$ cat src/rtl/uart_rx.sv
// 8N1 asynchronous serial receiver with mid-bit sampling and start/stop validation.
// Defining UART_RX_PARITY_EN turns the frame into 8E1 with a parity check.
module uart_rx #(
    parameter int CLKS_PER_BIT = 1250
) (
    input  logic       clk,
    input  logic       rst_n,
    input  logic       rx,
    output logic [7:0] rx_data,
    output logic       rx_data_valid,
    output logic       frame_error,
    output logic       parity_error,
    output logic       receiving
);

    localparam int CW = $clog2(CLKS_PER_BIT);
    localparam logic [CW-1:0] LAST_CNT = CW'(CLKS_PER_BIT - 1);
    localparam logic [CW-1:0] HALF_CNT = CW'(CLKS_PER_BIT / 2 - 1);

    typedef enum logic [2:0] {
        S_IDLE,
        S_START,
        S_DATA,
        S_PARITY,
        S_STOP,
        S_WAIT_IDLE
    } state_t;

    state_t        state_q, state_d;
    logic [1:0]    sync_q;
    logic          rxs;
    logic [CW-1:0] cnt_q, cnt_d;
    logic [2:0]    idx_q, idx_d;
    logic [7:0]    shift_q, shift_d;
    logic          pbad_q, pbad_d;
    logic [7:0]    data_q, data_d;
    logic          valid_q, valid_d;
    logic          ferr_q, ferr_d;
    logic          perr_q, perr_d;
    logic          recv_q, recv_d;
    logic          bit_end;
    logic          half_end;

    assign rxs      = sync_q[1];
    assign bit_end  = (cnt_q == LAST_CNT);
    assign half_end = (cnt_q == HALF_CNT);

    // State register, synchronizer, counters and registered outputs
    always_ff @(posedge clk or negedge rst_n) begin
        if (!rst_n) begin
            state_q <= S_IDLE;
            sync_q  <= 2'b11;
            cnt_q   <= '0;
            idx_q   <= '0;
            pbad_q  <= 1'b0;
            data_q  <= 8'h00;
            valid_q <= 1'b0;
            ferr_q  <= 1'b0;
            perr_q  <= 1'b0;
            recv_q  <= 1'b0;
        end else begin
            state_q <= state_d;
            sync_q  <= {sync_q[0], rx};
            cnt_q   <= cnt_d;
            idx_q   <= idx_d;
            pbad_q  <= pbad_d;
            data_q  <= data_d;
            valid_q <= valid_d;
            ferr_q  <= ferr_d;
            perr_q  <= perr_d;
            recv_q  <= recv_d;
        end
    end

    always_ff @(posedge clk) begin
        shift_q <= shift_d;
    end

    always_comb begin
        state_d = state_q;
        case (state_q)
            S_IDLE: begin
                if (!rxs) state_d = S_START;
            end
            S_START: begin
                if (half_end) state_d = rxs ? S_IDLE : S_DATA;
            end
            S_DATA: begin
                if (bit_end && (idx_q == 3'd7)) begin
`ifdef UART_RX_PARITY_EN
                    state_d = S_PARITY;
`else
                    state_d = S_STOP;
`endif
                end
            end
            S_PARITY: begin
`ifdef UART_RX_PARITY_EN
                if (bit_end) state_d = S_STOP;
`else
                state_d = S_IDLE;
`endif
            end
            S_STOP: begin
                if (bit_end) state_d = rxs ? S_IDLE : S_WAIT_IDLE;
            end
            S_WAIT_IDLE: begin
                if (rxs) state_d = S_IDLE;
            end
            default: state_d = S_IDLE;
        endcase
    end

    // Bit timing and data capture
    always_comb begin
        cnt_d   = cnt_q + 1'b1;
        idx_d   = idx_q;
        shift_d = shift_q;
        pbad_d  = pbad_q;
        case (state_q)
            S_IDLE: begin
                cnt_d  = '0;
                pbad_d = 1'b0;
            end
            S_START: begin
                if (half_end) begin
                    cnt_d = '0;
                    idx_d = '0;
                end
            end
            S_DATA: begin
                if (bit_end) begin
                    cnt_d   = '0;
                    shift_d = {rxs, shift_q[7:1]};
                    idx_d   = idx_q + 1'b1;
                end
            end
            S_PARITY: begin
                if (bit_end) begin
                    cnt_d = '0;
`ifdef UART_RX_PARITY_EN
                    pbad_d = (rxs != (^shift_q));
`endif
                end
            end
            S_STOP: begin
                if (bit_end) cnt_d = '0;
            end
            S_WAIT_IDLE: begin
                cnt_d = '0;
            end
            default: cnt_d = '0;
        endcase
    end

    // Strobes fire on the stop sample and land in the cycle after it
    always_comb begin
        data_d  = data_q;
        valid_d = 1'b0;
        ferr_d  = 1'b0;
        perr_d  = 1'b0;
        recv_d  = (state_q != S_IDLE) && (state_d != S_IDLE);
        if ((state_q == S_STOP) && bit_end) begin
            if (!rxs) begin
                ferr_d = 1'b1;
            end else if (pbad_q) begin
                perr_d = 1'b1;
            end else begin
                valid_d = 1'b1;
                data_d  = shift_q;
            end
        end
    end

    assign rx_data       = data_q;
    assign rx_data_valid = valid_q;
    assign frame_error   = ferr_q;
    assign parity_error  = perr_q;
    assign receiving     = recv_q;

endmodule

$ cat config.mk
export PLATFORM = sky130hd
export DESIGN_NAME = uart_rx
export DESIGN_NICKNAME = d
export VERILOG_FILES = /design/src/rtl/uart_rx.sv
export SDC_FILE = /design/constraint.sdc
export NUM_CORES = 1
export LEC_CHECK = 0
export ABC_CLOCK_PERIOD_IN_PS = 3670
export BUFFER_PORTS_ARGS = -buffer_cell sky130_fd_sc_hd__buf_2
export CAP_MARGIN = 40
export CORE_ASPECT_RATIO = 1.2
export CORE_MARGIN = 5
export CORE_UTILIZATION = 25
export DETAILED_ROUTE_END_ITERATION = 6
export PLACE_DENSITY = 0.51
export RECOVER_POWER = 25
export REMOVE_ABC_BUFFERS = 1
export SLEW_MARGIN = 20
export SYNTH_ARGS = -nofsm -noshare
export SYNTH_HDL_FRONTEND = slang
export SYNTH_SLANG_ARGS = --single-unit
$ cat constraint.sdc
create_clock -name clk -period 3.67 [get_ports clk]
set_input_delay 0.5505 -clock clk [delete_from_list [all_inputs] [get_ports clk]]
set_output_delay 0.5505 -clock clk [all_outputs]
set_load 0.05 [all_outputs]
Word-level counts from Yosys, hierarchy flattened
Index checks and enable logic that the tools add are counted.
Widths: inputs -> output; s select.
{"block": "word_totals", "wordCells": 50, "regBits": 38, "inputBits": 3, "output_inout_bits": 12}
{"block": "op_classes", "n_eq_ne": 10, "n_mux": 18, "reduce_logical": 11, "addsub": 2}
{"op": "$mux 3", "n": 8}
{"op": "$mux 11", "n": 2}
{"op": "$pmux 11 s2", "n": 1}
{"op": "$pmux 3 s5", "n": 1}
{"op": "$add 11x1->11 const B", "n": 1}
{"op": "$eq 11x10->1 const B", "n": 1}
{"op": "$eq 11x11->1 const B", "n": 1}
{"op": "$eq 3x3->1 const B", "n": 3}
{"op": "$eq 3x2->1 const B", "n": 2}
{"op": "$pmux 3 s2", "n": 1}
{"op": "$reduce_bool 3->1", "n": 2}
{"op": "$mux 1", "n": 4}
{"op": "$ne 2x2->1 const B", "n": 2}
{"op": "$reduce_and 2->1", "n": 2}
{"op": "$add 3x1->3 const B", "n": 1}
{"op": "$eq 3x1->1 const B", "n": 1}
{"op": "$logic_and 1x1->1", "n": 3}
{"op": "$logic_not 3->1", "n": 1}
{"op": "$reduce_and 3->1", "n": 1}
{"op": "$reduce_or 3->1", "n": 1}
{"op": "$mux 2", "n": 1}
{"op": "$reduce_bool 2->1", "n": 1}

Depth between registers and ports, before layout
{"block": "depth", "depth_word": 6, "mapped_depth": 8, "mapped_depth_nobuf": 7}

Worst setup path after synthesis
OpenSTA, ideal clock, no wires.
{"block": "synth_path", "kind": "register to register", "start": "reg cnt_q[2]", "end": "reg idx_q[0]", "path_slack_ns": 1.735, "required_ns": 3.545, "setup_ns": 0.125, "arrival_ns": 1.811, "synth_period_minus_slack_ns": 1.935, "path_buffers": 1, "path_stages_with_launch": 7, "cell_sequence": "dfrtp_1 > or3_4 > nor3_4 > and2_2 > buf_2 > nor2_1 > mux2_2"}
{"block": "synth_between", "elab_chain_len": 3, "word_cells_on_any_way": 5, "cone_classes": "eq/ne (4); reduce/logical (1)"}
{"item": "from (decl)", "line_no": "32", "text": "logic [CW-1:0] cnt_q, cnt_d;"}
{"item": "from (signal assigned)", "line_no": "64", "text": "cnt_q <= cnt_d;"}
{"item": "$eq 11x10->1 or $eq 11x11->1 (tied branches)", "line_no": "46, 45"}
{"item": "$ne 2x2->1 (no line)"}
{"item": "$reduce_and 3->1 (no line) (*)"}
{"item": "to (signal assigned)", "line_no": "65", "text": "idx_q <= idx_d;"}
{"item": "to (decl)", "line_no": "33", "text": "logic [2:0] idx_q, idx_d;"}
Mark *: on every way between the ends. The rest lies on a longest branch, timed or not.
A chain may end at the register's enable or synchronous reset.

Worst setup path in the final report
{"block": "layout_path", "start": "reg cnt_q[0]", "end": "reg idx_q[0]"}
Same word-level chain as after synthesis.

==> results.md <==
* Status: finished, violations left
* Failing checks: max-capacitance violations, max-slew violations
* Setup WS pre-CTS at 1.585 ns
* Cells after Synth at 133
* Synthesis-stage register bit count at 38
* Fmax at 482.7 MHz
* Synth Cell Area at 1655 um2
* RSZ-0062 raised after global routing: no
* CP startpoint: cnt_q[0]
* First-pass GRT wire length at approximately 4600 um
* Reg2reg path depth at 7
* Postcts setup bufs at 0
* Cts-stage hold buffer count at 0
* Final Cycle Share at 0.5645
* Ys Warns at 0
* Pre-Repair DR Iteration Count at 4
* Netlist cell types at 39
* Final hold violations at 0
* Worst-path maximum fanout at 6
* Reg2reg start: cnt_q[0]
* Setup CP Type: reg2reg
* CTS tree: yes
* H-tree levels at 2
* Crit path buffers/inverters at 1
* DR iter-0 viols at 42
* WL final at 2676 um
* CP startpoint kind: register
* Fin nets at 158
* Critical path's largest stage delay at around 0.61 ns
* Power Dens Cells at between 300 and 400 nW/um2
* Ports at 15
* Num CTS Buffers at 5
* Vias in the first global route at 977
* Hold Path Class: reg2reg
* Slew HR at -0.07135
* Root Buffer: clkbuf_8
* Wirelength per Cell at roughly 11 um
* Clk_skew at 0.005986 ns
* CTS max path bufs at 2
* Crit path time final at 2.072 ns
* Via count at just under 1,000
* Crit path max-delay family: simple AND/OR/NAND/NOR gates
* GRT Total Usage at 0.06975
* Finished Layout Cells at 236
* Max Cap Viol at 1
* Initial Utilization at 0.2568
* Initial antenna violation count at 0
* Slew @ Worst Pin at approximately 1.6 ns
* Hold path start: sync_q[0]
* Sequential cell area fraction in the yosys report at 0.6002
* Vias per cell at 4.195
* Top_reg_cell synth: dfrtp_1
* Setup TNS at 0 ns
* Critical path required time at 3.83 ns
* Clock Latency Late Sink at 0.28 ns
* Syn_area_per_cell at roughly 12 um2
* Ant diodes at 0
* Worst vdd ir at roughly 0.11 mV
* CTS Sinks at 38
* Fin worst setup slack at 1.598 ns
* CP Cell Sequence: inv_1 > ha_1 > nand3_1 > or4b_2 > nor4_1 > nor2_1 > mux2_2
* Area Growth Syn to Fin at 14.29%
* Final RePlAce weighted congestion at 0.7282
* Endpoints failing setup at 0
* Crit path max-delay cell type: or4b_2
* Core outline area at around 6400 um2
* PortBufs at 13
* Leakage power at 0.0008936 uW
* Standard-cell rows at 32
* HPWL Detailed at about 1900 um
* Die Span X at 84.28 um
* Hold path depth at 0
* Die Area at 8355 um2
* Asr flop ratio synth at 0.7895
* Share of cells above drive strength 1 at 0.2583
* Post-CTS resize count at 0
* Clock transition at path regs at 0.07 ns
* Largest net degree at the start of global routing at 31
* Placed cell count at 228
* Critical path arrival at 2.24 ns
* Grt ovf at 0
* Reg-to-reg slack, setup at 1.60 ns
* Fin. max-slew vios at 31
* Hold slack at 0.3640 ns
* Number of flops mapped to enable cells by yosys at 8
* Worst Hold End: sync_q[1]
* Drt drc at 0
* Crit. End Element: register
* DRT antenna net count at 0
* Die height at just under 100 um
* R2R Path End: idx_q[0]
==> synth_stat cells, drive strengths merged (3+ instances only) <==
library cell | number | area (um2)
edfxtp | 8 | 240.2
nand2 | 7 | 26.28
ha | 5 | 62.56
nor2 | 18 | 70.07
dfrtp | 28 | 700.7
nand3 | 6 | 30.03
inv | 8 | 30.03
nand4 | 3 | 25.02
xnor2 | 4 | 35.03
mux2 | 9 | 101.4
xor2 | 5 | 43.79
==> routing by layer <==
layer | vias to the layer above | GRT usage | part of all wire
met5 | - | 0 | 0
met4 | 0 | 0.02599 | 0.011
met3 | 4 | 0.02651 | 0.056
met2 | 20 | 0.1087 | 0.47
met1 | 476 | 0.08788 | 0.46
li1 | 490 | - | -
==> report_power, final <==
part / switching, uW / internal (uW)
sequential: 1.08 / 431
combinational: 8.86 / 0.758
clock: 136 / 131
==> through the flow <==
stage | cell area, um2 | utilization | total power (uW)
after global routing | 1892 | 0.2935 | 744.0
after floorplan | 1639 | - | 443.3
after global placement | 1810 | 0.2809 | 451.4
after detailed placement | 1810 | 0.2809 | 451.5
after CTS | 1893 | 0.2937 | 725.1
final | 1892 | 0.2935 | 709.2
==> how the worst max path moves through the flow <==
stage	cells past startpoint	slack (ns)	to
final	7	1.60	idx_q[0]
after global routing	7	1.42	idx_q[0]
after CTS	7	1.58	idx_q[0]
after detailed placement	7	1.59	idx_q[0]
after global placement	7	1.60	idx_q[0]
after floorplan	7	1.76	idx_q[0]
==> registers in the layout (all words and copies together), names as in the netlist <==
register       count
shift_q            8
sync_q             2
receiving          1
rx_data            8
cnt_q             11
idx_q              3
state_q            3
rx_data_valid      1
frame_error        1
==> logic make-up after synthesis <==
family                     after synthesis  share of synthesized area
DFF                                     38                     0.6001
muxes                                   10                    0.06954
and+or+nand+nor                         51                     0.1761
adders and majority gates                5                    0.03779
other                                    1                   0.002265
buffers and inverters                   11                    0.02796
AOI/OAI and AO/OA                        8                    0.03855
xor gates and xnor gates                 9                    0.04762
==> layout by cell type (no fill, tap or decap), types with 2 or more instances in the layout <==
| cell | netlist | layout |
|---|---|---|
| dfrtp_1 | 28 | 28 |
| nor2_1 | 17 | 17 |
| buf_2 | 1 | 12 |
| mux2_2 | 9 | 9 |
| inv_1 | 8 | 8 |
| edfxtp_1 | 8 | 8 |
| nand2_1 | 7 | 7 |
| nand3_1 | 6 | 6 |
| xor2_1 | 5 | 5 |
| ha_1 | 5 | 5 |
| clkbuf_8 | 0 | 5 |
| xnor2_1 | 4 | 4 |
| nand2b_1 | 2 | 2 |
| nand4_1 | 2 | 2 |
| nor4_1 | 2 | 2 |
| nor2b_1 | 2 | 2 |
| nor3b_1 | 2 | 2 |
| a22o_1 | 2 | 2 |
| clkinv_2 | 0 | 2 |
| clkbuf_1 | 1 | 2 |
==> cell type report <==
| class | count | area [um2] |
|---|---|---|
| Fill cell | 667 | 4554 |
| Sequential cell | 38 | 993.5 |
| Multi-Input combinational cell | 84 | 615.6 |
| Tap cell | 85 | 106.4 |
| Clock buffer | 6 | 72.57 |
| Timing Repair Buffer | 13 | 63.81 |
| Inverter | 8 | 30.03 |
| Clock inverter | 2 | 10.01 |
Note: power is estimated with default switching activity, not from simulation.
